**src/rtl/jtag_pkg.sv**
```systemverilog
`default_nettype none
// ============================================================================
// Module      : jtag_pkg
// Description : Shared TAP state encodings and constants for the JTAG TAP.
// Revision    : 1.0 - initial release
// ============================================================================
package jtag_pkg;

    localparam int IDCODE_W = 32;

    // IEEE 1149.1 state encodings
    typedef enum logic [3:0] {
        ST_EXIT2_DR = 4'h0,
        ST_EXIT1_DR = 4'h1,
        ST_SHIFT_DR = 4'h2,
        ST_PAUSE_DR = 4'h3,
        ST_SEL_IR   = 4'h4,
        ST_UPD_DR   = 4'h5,
        ST_CAP_DR   = 4'h6,
        ST_SEL_DR   = 4'h7,
        ST_EXIT2_IR = 4'h8,
        ST_EXIT1_IR = 4'h9,
        ST_SHIFT_IR = 4'hA,
        ST_PAUSE_IR = 4'hB,
        ST_RTI      = 4'hC,
        ST_UPD_IR   = 4'hD,
        ST_CAP_IR   = 4'hE,
        ST_TLR      = 4'hF
    } tap_state_t;

    function automatic logic [31:0] BYPASS_OP(input int w);
        return (w >= 32) ? 32'hFFFF_FFFF : ((32'h1 << w) - 32'h1);
    endfunction

endpackage
`default_nettype wire

```
**src/rtl/jtag_tap_fsm.sv**
```systemverilog
`default_nettype none
// ============================================================================
// Module      : jtag_tap_fsm
// Description : 16-state TAP controller state register and phase decodes.
// Revision    : 1.0 - initial release
// ============================================================================
module jtag_tap_fsm
    import jtag_pkg::*;
(
    input  logic       clk,
    input  logic       rst,
    input  logic       i_tms,
    output tap_state_t o_state,
    output logic       o_tlr,
    output logic       o_capture_dr,
    output logic       o_shift_dr,
    output logic       o_update_dr,
    output logic       o_capture_ir,
    output logic       o_shift_ir,
    output logic       o_update_ir
);

    tap_state_t r_state;
    tap_state_t w_next;

    always_comb begin
        w_next = r_state;
        unique case (r_state)
            ST_TLR:      w_next = i_tms ? ST_TLR      : ST_RTI;
            ST_RTI:      w_next = i_tms ? ST_SEL_DR   : ST_RTI;
            ST_SEL_DR:   w_next = i_tms ? ST_SEL_IR   : ST_CAP_DR;
            ST_CAP_DR:   w_next = i_tms ? ST_EXIT1_DR : ST_SHIFT_DR;
            ST_SHIFT_DR: w_next = i_tms ? ST_EXIT1_DR : ST_SHIFT_DR;
            ST_EXIT1_DR: w_next = i_tms ? ST_UPD_DR   : ST_PAUSE_DR;
            ST_PAUSE_DR: w_next = i_tms ? ST_EXIT2_DR : ST_PAUSE_DR;
            ST_EXIT2_DR: w_next = i_tms ? ST_UPD_DR   : ST_SHIFT_DR;
            ST_UPD_DR:   w_next = i_tms ? ST_SEL_DR   : ST_RTI;
            ST_SEL_IR:   w_next = i_tms ? ST_TLR      : ST_CAP_IR;
            ST_CAP_IR:   w_next = i_tms ? ST_EXIT1_IR : ST_SHIFT_IR;
            ST_SHIFT_IR: w_next = i_tms ? ST_EXIT1_IR : ST_SHIFT_IR;
            ST_EXIT1_IR: w_next = i_tms ? ST_UPD_IR   : ST_PAUSE_IR;
            ST_PAUSE_IR: w_next = i_tms ? ST_EXIT2_IR : ST_PAUSE_IR;
            ST_EXIT2_IR: w_next = i_tms ? ST_UPD_IR   : ST_SHIFT_IR;
            ST_UPD_IR:   w_next = i_tms ? ST_SEL_DR   : ST_RTI;
            default:     w_next = ST_TLR;
        endcase
    end

    always_ff @(posedge clk) begin
        if (rst) begin
            r_state <= ST_TLR;
        end else begin
            r_state <= w_next;
        end
    end

    assign o_state      = r_state;
    assign o_tlr        = (r_state == ST_TLR);
    assign o_capture_dr = (r_state == ST_CAP_DR);
    assign o_shift_dr   = (r_state == ST_SHIFT_DR);
    assign o_update_dr  = (r_state == ST_UPD_DR);
    assign o_capture_ir = (r_state == ST_CAP_IR);
    assign o_shift_ir   = (r_state == ST_SHIFT_IR);
    assign o_update_ir  = (r_state == ST_UPD_IR);

endmodule
`default_nettype wire

```
**src/rtl/jtag_tap_param.sv**
```systemverilog
`default_nettype none
// ============================================================================
// Module      : jtag_tap_param
// Description : Parametrised TAP: IR, IDCODE/BYPASS DRs, channel decode, TDO mux.
// Revision    : 1.0 - initial release
// ============================================================================
module jtag_tap_param
    import jtag_pkg::*;
#(
    parameter int                     IR_W       = 5,
    parameter int                     N_DR       = 8,
    parameter logic [IDCODE_W-1:0]    IDCODE_VAL = 32'h1000_0045,
    parameter logic [IR_W-1:0]        OP_IDCODE  = 5'b00010,
    parameter logic [N_DR*IR_W-1:0]   DR_OPCODES = {5'h0B, 5'h0A, 5'h09, 5'h08,
                                                    5'h07, 5'h06, 5'h05, 5'h04}
) (
    input  logic            tck_i,
    input  logic            rst_i,
    input  logic            tms_i,
    input  logic            td_i,
    output logic            td_o,
    output logic            tdo_en_o,
    output logic            scan_in_o,
    output logic            capture_dr_o,
    output logic            shift_dr_o,
    output logic            update_dr_o,
    output logic [N_DR-1:0] dr_sel_o,
    input  logic [N_DR-1:0] dr_tdo_i,
    output logic [IR_W-1:0] ir_o,
    output logic [3:0]      tap_state_o
);

    localparam logic [IR_W-1:0] c_bypass_op = IR_W'(BYPASS_OP(IR_W));

    tap_state_t            w_state;
    logic                  w_tlr;
    logic                  w_capture_ir;
    logic                  w_shift_ir;
    logic                  w_update_ir;
    logic [IR_W-1:0]       r_ir_q;
    logic [IR_W-1:0]       r_ir_sr;
    logic [IDCODE_W-1:0]   r_idcode_sr;
    logic                  r_bypass;
    logic                  w_sel_idcode;
    logic [N_DR-1:0]       w_dr_sel;
    logic                  w_tdo;

    jtag_tap_fsm u_fsm (
        .clk          (tck_i),
        .rst          (rst_i),
        .i_tms        (tms_i),
        .o_state      (w_state),
        .o_tlr        (w_tlr),
        .o_capture_dr (capture_dr_o),
        .o_shift_dr   (shift_dr_o),
        .o_update_dr  (update_dr_o),
        .o_capture_ir (w_capture_ir),
        .o_shift_ir   (w_shift_ir),
        .o_update_ir  (w_update_ir)
    );

    // Descending scan so the lowest matching channel overwrites any higher one
    always_comb begin
        w_sel_idcode = 1'b0;
        w_dr_sel     = '0;
        if (r_ir_q == OP_IDCODE) begin
            w_sel_idcode = 1'b1;
        end else if (r_ir_q != c_bypass_op) begin
            for (int k = N_DR - 1; k >= 0; k--) begin
                if (r_ir_q == DR_OPCODES[k*IR_W +: IR_W]) begin
                    w_dr_sel    = '0;
                    w_dr_sel[k] = 1'b1;
                end
            end
        end
    end

    always_ff @(posedge tck_i) begin
        if (rst_i || w_tlr) begin
            r_ir_q  <= OP_IDCODE;
            r_ir_sr <= '0;
        end else if (w_capture_ir) begin
            r_ir_sr <= IR_W'(2'b01);
        end else if (w_shift_ir) begin
            r_ir_sr <= {td_i, r_ir_sr[IR_W-1:1]};
        end else if (w_update_ir) begin
            r_ir_q  <= r_ir_sr;
        end
    end

    always_ff @(posedge tck_i) begin
        if (rst_i) begin
            r_idcode_sr <= '0;
            r_bypass    <= 1'b0;
        end else if (capture_dr_o) begin
            if (w_sel_idcode) begin
                r_idcode_sr <= IDCODE_VAL;
            end
            r_bypass <= 1'b0;
        end else if (shift_dr_o) begin
            if (w_sel_idcode) begin
                r_idcode_sr <= {td_i, r_idcode_sr[IDCODE_W-1:1]};
            end
            r_bypass <= td_i;
        end
    end

    always_comb begin
        w_tdo = 1'b0;
        if (w_shift_ir) begin
            w_tdo = r_ir_sr[0];
        end else if (shift_dr_o) begin
            if (w_sel_idcode) begin
                w_tdo = r_idcode_sr[0];
            end else if (|w_dr_sel) begin
                w_tdo = |(dr_tdo_i & w_dr_sel);
            end else begin
                w_tdo = r_bypass;
            end
        end
    end

    assign td_o        = w_tdo;
    assign tdo_en_o    = w_shift_ir | shift_dr_o;
    assign scan_in_o   = td_i;
    assign dr_sel_o    = w_dr_sel;
    assign ir_o        = r_ir_q;
    assign tap_state_o = w_state;

endmodule
`default_nettype wire

```
**config.mk**
```make
export PLATFORM = sky130hd
export DESIGN_NAME = jtag_tap_param
export DESIGN_NICKNAME = d
export VERILOG_FILES = /design/src/rtl/jtag_pkg.sv /design/src/rtl/jtag_tap_fsm.sv /design/src/rtl/jtag_tap_param.sv
export SDC_FILE = /design/constraint.sdc
export NUM_CORES = 1
export LEC_CHECK = 0
export BUFFER_PORTS_ARGS = -buffer_cell sky130_fd_sc_hd__buf_2
export CORE_MARGIN = 4
export CORE_UTILIZATION = 25
export CTS_CLUSTER_SIZE = 8
export DETAILED_ROUTE_END_ITERATION = 16
export GPL_ROUTABILITY_DRIVEN = 0
export SLEW_MARGIN = 10
export SYNTH_ARGS = -nofsm -noshare
export SYNTH_HDL_FRONTEND = slang
export SYNTH_SLANG_ARGS = --single-unit
export TNS_END_PERCENT = 10
```
**constraint.sdc**
```tcl
create_clock -name tck_i -period 1.6 [get_ports tck_i]
set_input_delay 0.08 -clock tck_i [delete_from_list [all_inputs] [get_ports tck_i]]
set_output_delay 0.08 -clock tck_i [all_outputs]
set_load 0.05 [all_outputs]
```
Word level (Yosys, flattened, before mapping):

Cells that the tools add are included.

* reduce and logical (&&, ||, !) cells: 13
* bitwise operators: 4
* multiplexer cells: 34
* equality and inequality tests: 25

Operators by type and width (number)
* 32-bit two-way mux: 4
* 8-bit two-way mux: 10
* 4-bit case mux with 12 select lines: 1
* 4-bit == test, second input constant: 8
* 5-bit by 3-bit == test with 1-bit output, second input constant: 4
* 5-bit by 4-bit == test with 1-bit output, second input constant: 4
* 4-bit by 3-bit == test with 1-bit output, second input constant: 4
* 8-bit OR reduction: 2
* 2-bit two-way mux: 6
* 3-bit two-way mux: 4
* 8-bit bitwise AND: 1
* 4-bit by 2-bit == test with 1-bit output, second input constant: 2
* 1-bit two-way mux: 8
* 2-bit OR reduction: 4
* 5-bit by 2-bit == test with 1-bit output, second input constant: 1
* 5-bit inequality test, second input constant: 1
* 4-bit by 1-bit == test with 1-bit output, second input constant: 1
* 4-bit logical NOT: 1
* 4-bit two-way mux: 1
* 2-bit nonzero test: 2
* 3-bit AND reduction: 1
* 3-bit OR reduction: 1
* 1-bit inverter: 2
* 2-bit AND reduction: 1
* other kinds (2): 2

* register bits: 47
* logic and storage cells: 82
* output and inout bits: 23

Longest topological paths before layout:

Gate-level depths: netlist of the first run.

* depth in word-level cells: 17
* gate-level depth with buffers: 8
* gate-level depth less buffers: 5

Modules after synthesis:

A second synthesis of the first run with hierarchy kept.

* cells, all modules: 293
* area, all modules: 2423.6 um^2

By module, submodules not included
* jtag_tap_param: seq. area each 860.8 um^2, cells an instance 259, area an instance 2168.3 um^2, instances 1
* jtag_tap_fsm: seq. area each 80.1 um^2, cells an instance 34, area an instance 255.2 um^2, instances 1

Least setup slack after synthesis of the first run:

OpenSTA, ideal clock, no wires.

* path kind: flip-flop to output port
* start: register u_fsm.r_state[1] (netlist: u_fsm.o_state[1])
* end: output port td_o
* cell stages (with the launch flop): 5
* arrival: 2707 ps
* setup slack: -1187 ps
* data required time: 1520 ps
* buffers on the path: 0
* cells stage by stage: dfxtp_1 nand2b_4 nor3_4 o21ai_0 o21ai_0

* longest elaborated chain between the ends: 3
* elaborated cells between the ends (all ways): 4
* classes of those cells: eq/ne: 2; mux: 2

RTL lines
* from (decl): line jtag_tap_fsm.sv:23 `tap_state_t r_state;`
* from (signal assigned): line jtag_tap_fsm.sv:53 `r_state <= w_next;`
* 4-bit by 2-bit == test with 1-bit output: line jtag_tap_fsm.sv:60 `assign o_shift_dr = (r_state == ST_SHIFT_DR);`
* via shift_dr_o: line jtag_tap_param.sv:25 `output logic shift_dr_o,`
* 1-bit two-way mux: line jtag_tap_param.sv:112 `end else if (shift_dr_o) begin`
* 1-bit two-way mux: line jtag_tap_param.sv:110 `if (w_shift_ir) begin`
* to (decl): line jtag_tap_param.sv:21 `output logic td_o,`

The timed path passes the listed nets, and every way through them passes these cells.

Worst setup path after layout of the first run:

* start: register r_ir_q[0] (netlist: ir_o[0])
* end: output port td_o

* longest elaborated chain between the ends: 17
* elaborated cells between the ends (all ways): 28
* classes of those cells: eq/ne: 10; mux: 15; bitwise: 1; reduce/logical: 2

RTL lines
* from (decl): line jtag_tap_param.sv:40 `logic [IR_W-1:0] r_ir_q;`
* from (signal assigned): line jtag_tap_param.sv:87 `r_ir_q <= r_ir_sr;`
* 5-bit by 4-bit == test with 1-bit output: line jtag_tap_param.sv:70 `if (r_ir_q == DR_OPCODES[k*IR_W +: IR_W]) begin`
* 8-bit two-way mux (8 in a row): line jtag_tap_param.sv:70
* 8-bit two-way mux: line jtag_tap_param.sv:68 `end else if (r_ir_q != c_bypass_op) begin`
* 8-bit two-way mux: line jtag_tap_param.sv:66 `if (r_ir_q == OP_IDCODE) begin`
* 8-bit bitwise AND: line jtag_tap_param.sv:116 `w_tdo = |(dr_tdo_i & w_dr_sel);`
* 8-bit OR reduction: line jtag_tap_param.sv:116
* 1-bit two-way mux: line jtag_tap_param.sv:115 `end else if (|w_dr_sel) begin`
* 1-bit two-way mux *: line jtag_tap_param.sv:113 `if (w_sel_idcode) begin`
* 1-bit two-way mux *: line jtag_tap_param.sv:112
* 1-bit two-way mux *: line jtag_tap_param.sv:110

Mark *: on every way between the ends. The rest lies on a longest branch, timed or not.

==> run summary, run 1 <==
The worst min-delay path endpoint was r_bypass$_SDFFE_PP0P_. When the netlist entered floorplanning its net count stood at 244. The number of antenna diodes in the final layout is 0. STA classifies the critical path endpoint as a primary output. The HPWL reported at the end of detailed placement came out at 3.095 mm.

Sorting the synthesized cells by area gives the leading types as sky130_fd_sc_hd__dfxtp_1 (46%), sky130_fd_sc_hd__a22oi_1 (10%), sky130_fd_sc_hd__nor2_1 (9.8%), sky130_fd_sc_hd__buf_12 (2.9%), sky130_fd_sc_hd__nand2_1 (2.9%). The later pin in the worst-skew pair is clocked with a latency of 0.29 ns. Clock edge transition at the registers on the reported setup and hold paths: 0.09 ns. The number of nets still failing antenna checks after routing was 0; the overall overflow remaining after global route was 0. In the routed layout, each cell is associated on average with a via count of 4.641. In this run the critical register-to-register path is captured at r_idcode_sr[4]$_SDFFE_PP0P_. CTS saw 47 sinks. The part of the cycle the worst path needs was 109.2%; the final sum of negative setup slack was -0.1475 ns.

In this run the critical register-to-register path is launched from ir_o[3]$_SDFFE_PP0P_. The critical path is of the reg2out type. The floorplan step defined a die boundary enclosing 0.009754 mm². The core utilization of the finished layout is 32.85%, and the maximum fanout along the worst path is 5. For the count of synthesis-stage warnings from yosys, the log shows 0. A synthesized cell averages 8.877 µm². For this run, the top clock speed supported by timing is 0.5723 GHz. In this run the power density over the cells is 948.2 mW/mm².

Yosys mapped a number of flops with a built-in enable equal to 0. The run gives 0.002414 mm² as the post-place instance area. Entering global routing, the biggest net connects 33 pins. Element type at the critical path start: a register. For flop-to-flop paths, the worst setup slack is 0.06 ns. For this block, the initial DRC count from the detailed router was 118.

Final cell count without fillers: 379. The H-tree was split into 2 levels. For this design, the CTS-stage hold fixing added 0 buffers.

The worst hold path was traced through 2 stages. The largest total area in the synthesized netlist belongs to sky130_fd_sc_hd__dfxtp_1. The first-pass GRT wire length is 7.617 mm. For this run, the total global-route usage over all layers was measured as 9.192%.

The flow ran to the end, but the final reports show violations. In this run, flip-flops and latches consume 50.3% of the power. The die is 98.76 µm tall. The tools report the max-cap violation count as 0.

The number of clock buffers added by TritonCTS is 5. Row generation in the floorplan step produced 32 rows. Once the floorplan was initialized, standard cells occupied 26.11% of the core. The worst voltage drop across the vdd grid was 0.3146 mV; the leakage power was 1.041 nW.

After detailed routing, the total wire length is 4.311 mm. Hold violation count in the final report: 0. The most critical setup path has its startpoint at ir_o[0]$_SDFFE_PP0P_. The run gives 4 as the iteration count of the initial detailed-routing pass. For the pin with the worst max-slew slack, the measured transition is 0.3244 ns.

The number of distinct library cells after synthesis is 37. Final routed wire length divided by cell count: 11.37 µm. The count of endpoints failing setup in the final report is 1, and the fraction of registers with async set or reset after synthesis is 0%.

Among all flip-flop cells after synthesis, the most frequent one is sky130_fd_sc_hd__dfxtp_1. The share of the synthesized area in the top cell type came out at 45.69%. After synthesis the cells add up to 0.002059 mm². The routed via count was 1759. The run gives 0 as the initial antenna violation count.

The max-slew violation count is 0, and the number of cell instances on the worst register-to-register path is 5. Combinational logic is responsible for 14.4% of the overall power. Per report_power, the clock group accounts for 35.4% of the total. The die is 98.76 µm wide.

The number of global-route vias before repair was 1695. The clock period minus final worst setup slack was 1.747 ns. The data required time of the worst path is 1.52 ns.

The region available for standard cell placement spans 0.007888 mm². The final worst slack came out at -0.1475 ns. The max-slew headroom at the worst pin was 78.37%.

In this run, placement finished with an instance count of 369. The switching power total was 0.6627 mW; the layout-stage area growth over the synthesis result was 25.82%. TritonCTS built the clock tree.

The clock arrives with 0.003667 ns of skew. The root buffer cell chosen for the clock tree is sky130_fd_sc_hd__clkbuf_8. The number of synthesized register bits works out to 47. Internal power comes to 1.794 mW. Hold timing on the final database bottoms out at a slack of 0.04172 ns. The final reports fail on setup timing. Setup repair after global routing could not meet its margin everywhere.

Count of boundary I/O pins: 35. Sequential elements use 45.69% of the synthesized area. Among all cell types in the netlist, the one instantiated most often is sky130_fd_sc_hd__nor2_1.

The source of the worst hold timing path was rst_i. The detailed-route DRC error count is 0, and the arrival time of data at the critical path endpoint is 1.67 ns. The type of the tightest min-delay check was in2reg.

The fraction of power spent switching nets was 26.97%. At the end of the flow, the number of nets in the layout was 288. By count the netlist is led by sky130_fd_sc_hd__nor2_1 (54), sky130_fd_sc_hd__dfxtp_1 (47), sky130_fd_sc_hd__a22oi_1 (28). The longest clock path from root to sink contains 2 buffers. Final standard cell area without fillers: 0.002591 mm².

The post-synthesis instance total is 232, and the count of input and output buffers is 34. Of the cells placed in the final design, the portion with a size suffix greater than 1 is 32.49%.
## logic make-up (layout without fill, tap and decap cells)
group | after synthesis | in the layout | share of synthesized area (%)
AOI/OAI and AO/OA | 63 | 63 | 21.14
buffers and inverters | 24 | 69 | 8.445
DFF | 47 | 47 | 45.69
and+or+nand+nor | 93 | 93 | 22.30
muxes | 5 | 5 | 2.430
## flip-flops by register name, summed over array words and instances (netlist names)
register	cells
r_bypass	1
r_ir_sr	5
u_fsm.o_state	4
ir_o	5
r_idcode_sr	32
## routing by layer
metal	vias up	share of wire, %	wire (µm)	GRT usage, %
met5	-	0	0	0
met4	0	1.0	44	3.466
met3	2	5.5	239	2.194
met2	35	48	2050	15.13
met1	819	46	1976	11.62
li1	903	-	-	-
## through the flow
stage	total power [mW]	worst slack [ns]
floorplan	1.520	-0.3459
global placement	1.611	0.03024
detailed placement	1.612	0.01553
CTS	2.498	-0.1650
global route	2.585	-0.2650
finish	2.457	-0.1475
## critical path: stages (launching register included)
cell                       delay (ns)
sky130_fd_sc_hd__dfxtp_4         0.36
sky130_fd_sc_hd__nand2b_4        0.17
sky130_fd_sc_hd__or4_4           0.45
sky130_fd_sc_hd__o21ai_2         0.17
sky130_fd_sc_hd__o21ai_4         0.06
sky130_fd_sc_hd__buf_6           0.16
## final cells by class
type / count / area (µm²)
fill: 812 / 5296
multi-input combinational: 161 / 1007
sequential: 47 / 960.9
timing repair buffer: 56 / 360.3
tap: 102 / 127.6
clock buffer: 5 / 68.82
clock inverter: 3 / 47.55
inverter: 5 / 18.77
## layout by cell type (no fill, tap or decap), types with 2 or more instances in the layout
cell type,n
sky130_fd_sc_hd__a22oi_1,27
sky130_fd_sc_hd__dfxtp_4,4
sky130_fd_sc_hd__nor3_4,3
sky130_fd_sc_hd__nor3_1,2
sky130_fd_sc_hd__o21ai_0,5
sky130_fd_sc_hd__dfxtp_1,39
sky130_fd_sc_hd__a211o_1,2
sky130_fd_sc_hd__nand2b_4,2
sky130_fd_sc_hd__nand3_1,2
sky130_fd_sc_hd__nor2_1,54
sky130_fd_sc_hd__mux2i_1,5
sky130_fd_sc_hd__buf_4,21
sky130_fd_sc_hd__buf_6,2
sky130_fd_sc_hd__clkbuf_8,5
sky130_fd_sc_hd__nor3_2,3
sky130_fd_sc_hd__o21a_1,2
sky130_fd_sc_hd__nor2b_1,2
sky130_fd_sc_hd__o21bai_1,2
sky130_fd_sc_hd__o22ai_1,5
sky130_fd_sc_hd__nor3b_2,2
sky130_fd_sc_hd__nand2_1,16
sky130_fd_sc_hd__dfxtp_2,4
sky130_fd_sc_hd__a21oi_1,9
sky130_fd_sc_hd__inv_1,5
sky130_fd_sc_hd__buf_2,32
sky130_fd_sc_hd__a31oi_1,2
## worst max path at each step
stage                                   endpoint  slack [ns]
finish                                      td_o       -0.15
global route                                td_o       -0.26
CTS                                         td_o       -0.17
detailed placement                          td_o        0.02
global placement                            td_o        0.03
floorplan           r_idcode_sr[10]$_SDFFE_PP0P_       -0.35
## power by group through the flow
stage                     registers, mW  clock network (mW)  logic, mW
after floorplan                    1.29                   0      0.230
after global placement             1.26                   0      0.346
after detailed placement           1.27                   0      0.346
after CTS                          1.23               0.907      0.356
after global routing               1.24               0.957      0.385
final                              1.23               0.869      0.353
## timing repair
action                                  in CTS  in global routing
pin swaps                                    4                  0
setup buffers                                2                  0
endpoints found under the setup margin       3                 37
gates resized for setup                     11                  4
Note: power is estimated with default switching activity, not from simulation.
==> inputs of run 2 (changes only) <==
- PLACE_DENSITY: unset -> 0.4
==> run summary, run 2 (synthesis results as in run 1) <==
Counting tap cells, the placed design contains a total of 376 instances. HPWL reported at the end of detailed placement: 3.473 mm. The worst-case IR drop observed on VDD is 0.4663 mV.

The first global-routing pass estimated 8.314 mm of wire. The detailed-route DRC error count came out at 0. Timing would allow up to 0.5644 GHz. The x dimension of the die was 98.76 µm. The worst path in the final design needs a cycle of 1.772 ns, including I/O delays and setup.

Once detail routing completed, the nets flagged for antenna violations numbered 0. The tools report the total die area as 0.009754 mm². The largest delay contributor family on the critical path is compound AO/OA/AOI/OAI gates. The count of cells in the finished layout, fillers not included, comes to 385. The transition at the pin with the smallest max-transition slack is 0.3588 ns, and the clock tree skew after final layout is 0.008374 ns. The final routed wire length divided by cell count was 12.77 µm; the number of global-route vias before repair was 1662. The register with the most flip-flops in the layout has 32 of them. The layout-stage area growth over the synthesis result works out to 28.74%.

Using the TritonRoute via totals, the vias-per-cell ratio works out to 4.610. The checks that failed: setup timing. The type of the tightest min-delay check is in2reg. Setup repair after global routing could not meet its margin everywhere. The total power per unit cell area was 879.4 mW/mm²; the number of levels in the clock H-tree was 2.

Register ranked first by flip-flop count: r_idcode_sr. In this run the count of I/O pins placed on the die edge is 35. The tools report the count of endpoints failing setup in the final report as 1. The max-slew violation count came out at 0.

The critical path is of the reg2out type. The run gives 4 as the iteration count of the initial detailed-routing pass. The clock net in this run drives a total of 47 sinks. Entering global routing, the biggest net connects 29 pins. Walking the worst path, the cells encountered are buf_6 -> nor3b_2 -> a31oi_1 -> o31ai_1 -> a32oi_2 -> o21ai_4 -> buf_8. The largest single stage delay on the critical path is 0.38 ns.

Port buffering added 34 buffers. The run gives 833 as the number of filler instances in the final layout. The repair_antennas step left the layout with diodes totalling 0. The tools report the hold violation count in the final report as 0.

After floorplanning, the core was divided into 32 placement rows. Slowest library cell on the worst path: sky130_fd_sc_hd__dfxtp_4. The net count of the finished layout is 294.

The part of the cycle the worst path needs works out to 110.7%. The logs give 76.00% for the max-slew headroom at the worst pin and 0.007888 mm² for the core footprint. Hold is met by 0.09047 ns.

The starting density of the core is 26.11%, and the count of buffer and inverter cells on the critical path is 2. The top cell types in the final layout, fill and taps aside, are sky130_fd_sc_hd__nor2_1 (54), sky130_fd_sc_hd__dfxtp_1 (39), sky130_fd_sc_hd__buf_2 (29). The proportion of layout cells with a drive suffix above 1 was 33.92%. STA puts the critical path data required time at 1.52 ns.

The total overflow left after global routing is 0. The element type at the critical path start was a register. The clock reaches the later pin of the worst-skew pair after 0.29 ns.

For the number of DRC markers in iteration 0, the log shows 95. TritonCTS built the clock tree. The combined global-route utilization of all metal layers was 10.26%. Leaving out fill and tap cells, the most frequent cell in the layout is sky130_fd_sc_hd__nor2_1.

TritonCTS created 5 clock buffers. Clock-pin slew was measured on the worst setup and hold paths at 0.09 ns. In this run the vertical extent of the chip is 98.76 µm. The CTS root buffer was sky130_fd_sc_hd__clkbuf_8. The tools report the initial antenna violation count as 0. Of all nets on the critical path, the largest fanout is 6.

The routed wire length was 4.916 mm; the leakage power was 1.080 nW. The tools report the category of the worst setup path capture point as a primary output. The final worst slack came out at -0.1718 ns.

The run finished, with violations left. Detailed routing inserted a total of 1775 vias. Post-route total power: 2.332 mW. The clock passes through at most 2 buffers.

The tools report the arrival time of data at the critical path endpoint as 1.69 ns. The tools report the max-cap violation count as 0.
==> run 2: repair_timing <==
action / CTS / global route
setup buffers: 1 / 0
pin swaps: 3 / 3
resized for setup: 10 / 9
hold buffers: 0 / 0
setup endpoints to repair: 3 / 11
==> run 2: worst register-to-register path: stages, from the launching register on <==
cell and delay, ns:
sky130_fd_sc_hd__dfxtp_2 0.34, sky130_fd_sc_hd__nand2b_4 0.17, sky130_fd_sc_hd__or4_4 0.45, sky130_fd_sc_hd__nor3_4 0.23, sky130_fd_sc_hd__o22ai_1 0.14, sky130_fd_sc_hd__nor2_1 0.09
==> run 2: metal layers <==
metal	vias up	global-route usage (%)	wire length (µm)
met1	824	14.78	2557
met4	0	3.151	34
met5	-	0	0
met3	2	2.689	204
met2	33	14.93	2120
li1	916	-	-
==> run 2: metrics by stage <==
step                instance area [µm²]  setup slack (ns)  util [%]  TNS, ns
global route                       2651           -0.3147     33.61  -0.3261
CTS                                2621           -0.2072     33.23  -0.2741
floorplan                          2110           -0.3459         -   -10.75
finish                             2651           -0.1718     33.61  -0.1718
detailed placement                 2491          0.003768     31.58        0
global placement                   2491           0.05108     31.58        0
==> run 2: layout make-up <==
class | count | area, µm² | area share (%)
multi-input cells | 161 | 1010 | 38.08
flip-flops and latches | 47 | 958.4 | 36.15
repair buffers | 62 | 449.2 | 16.94
well taps | 102 | 127.6 | 4.814
clock buffers | 5 | 68.82 | 2.596
clock inverters | 3 | 18.77 | 0.7079
inverters | 5 | 18.77 | 0.7079
==> run 2: worst paths after layout <==
| kind | slack, ns | startpoint | to | cells after the start |
|---|---|---|---|---|
| min reg2reg | 0.48 | r_ir_sr[3]$_SDFFE_PP0P_ | r_ir_sr[2]$_SDFFE_PP0P_ | 2 |
| max reg2reg | 0.13 | ir_o[0]$_SDFFE_PP0P_ | r_idcode_sr[2]$_SDFFE_PP0P_ | 5 |
| min | 0.09 | td_i | r_idcode_sr[31]$_SDFFE_PP0P_ | 3 |
| max | -0.17 | ir_o[1]$_SDFFE_PP1P_ | td_o | 7 |
==> run 2: power by group <==
group	internal (mW)	leakage [nW]	switching [mW]
sequential	1.19	0.382	0.0388
clock	0.308	0.0483	0.402
combinational	0.149	0.650	0.243
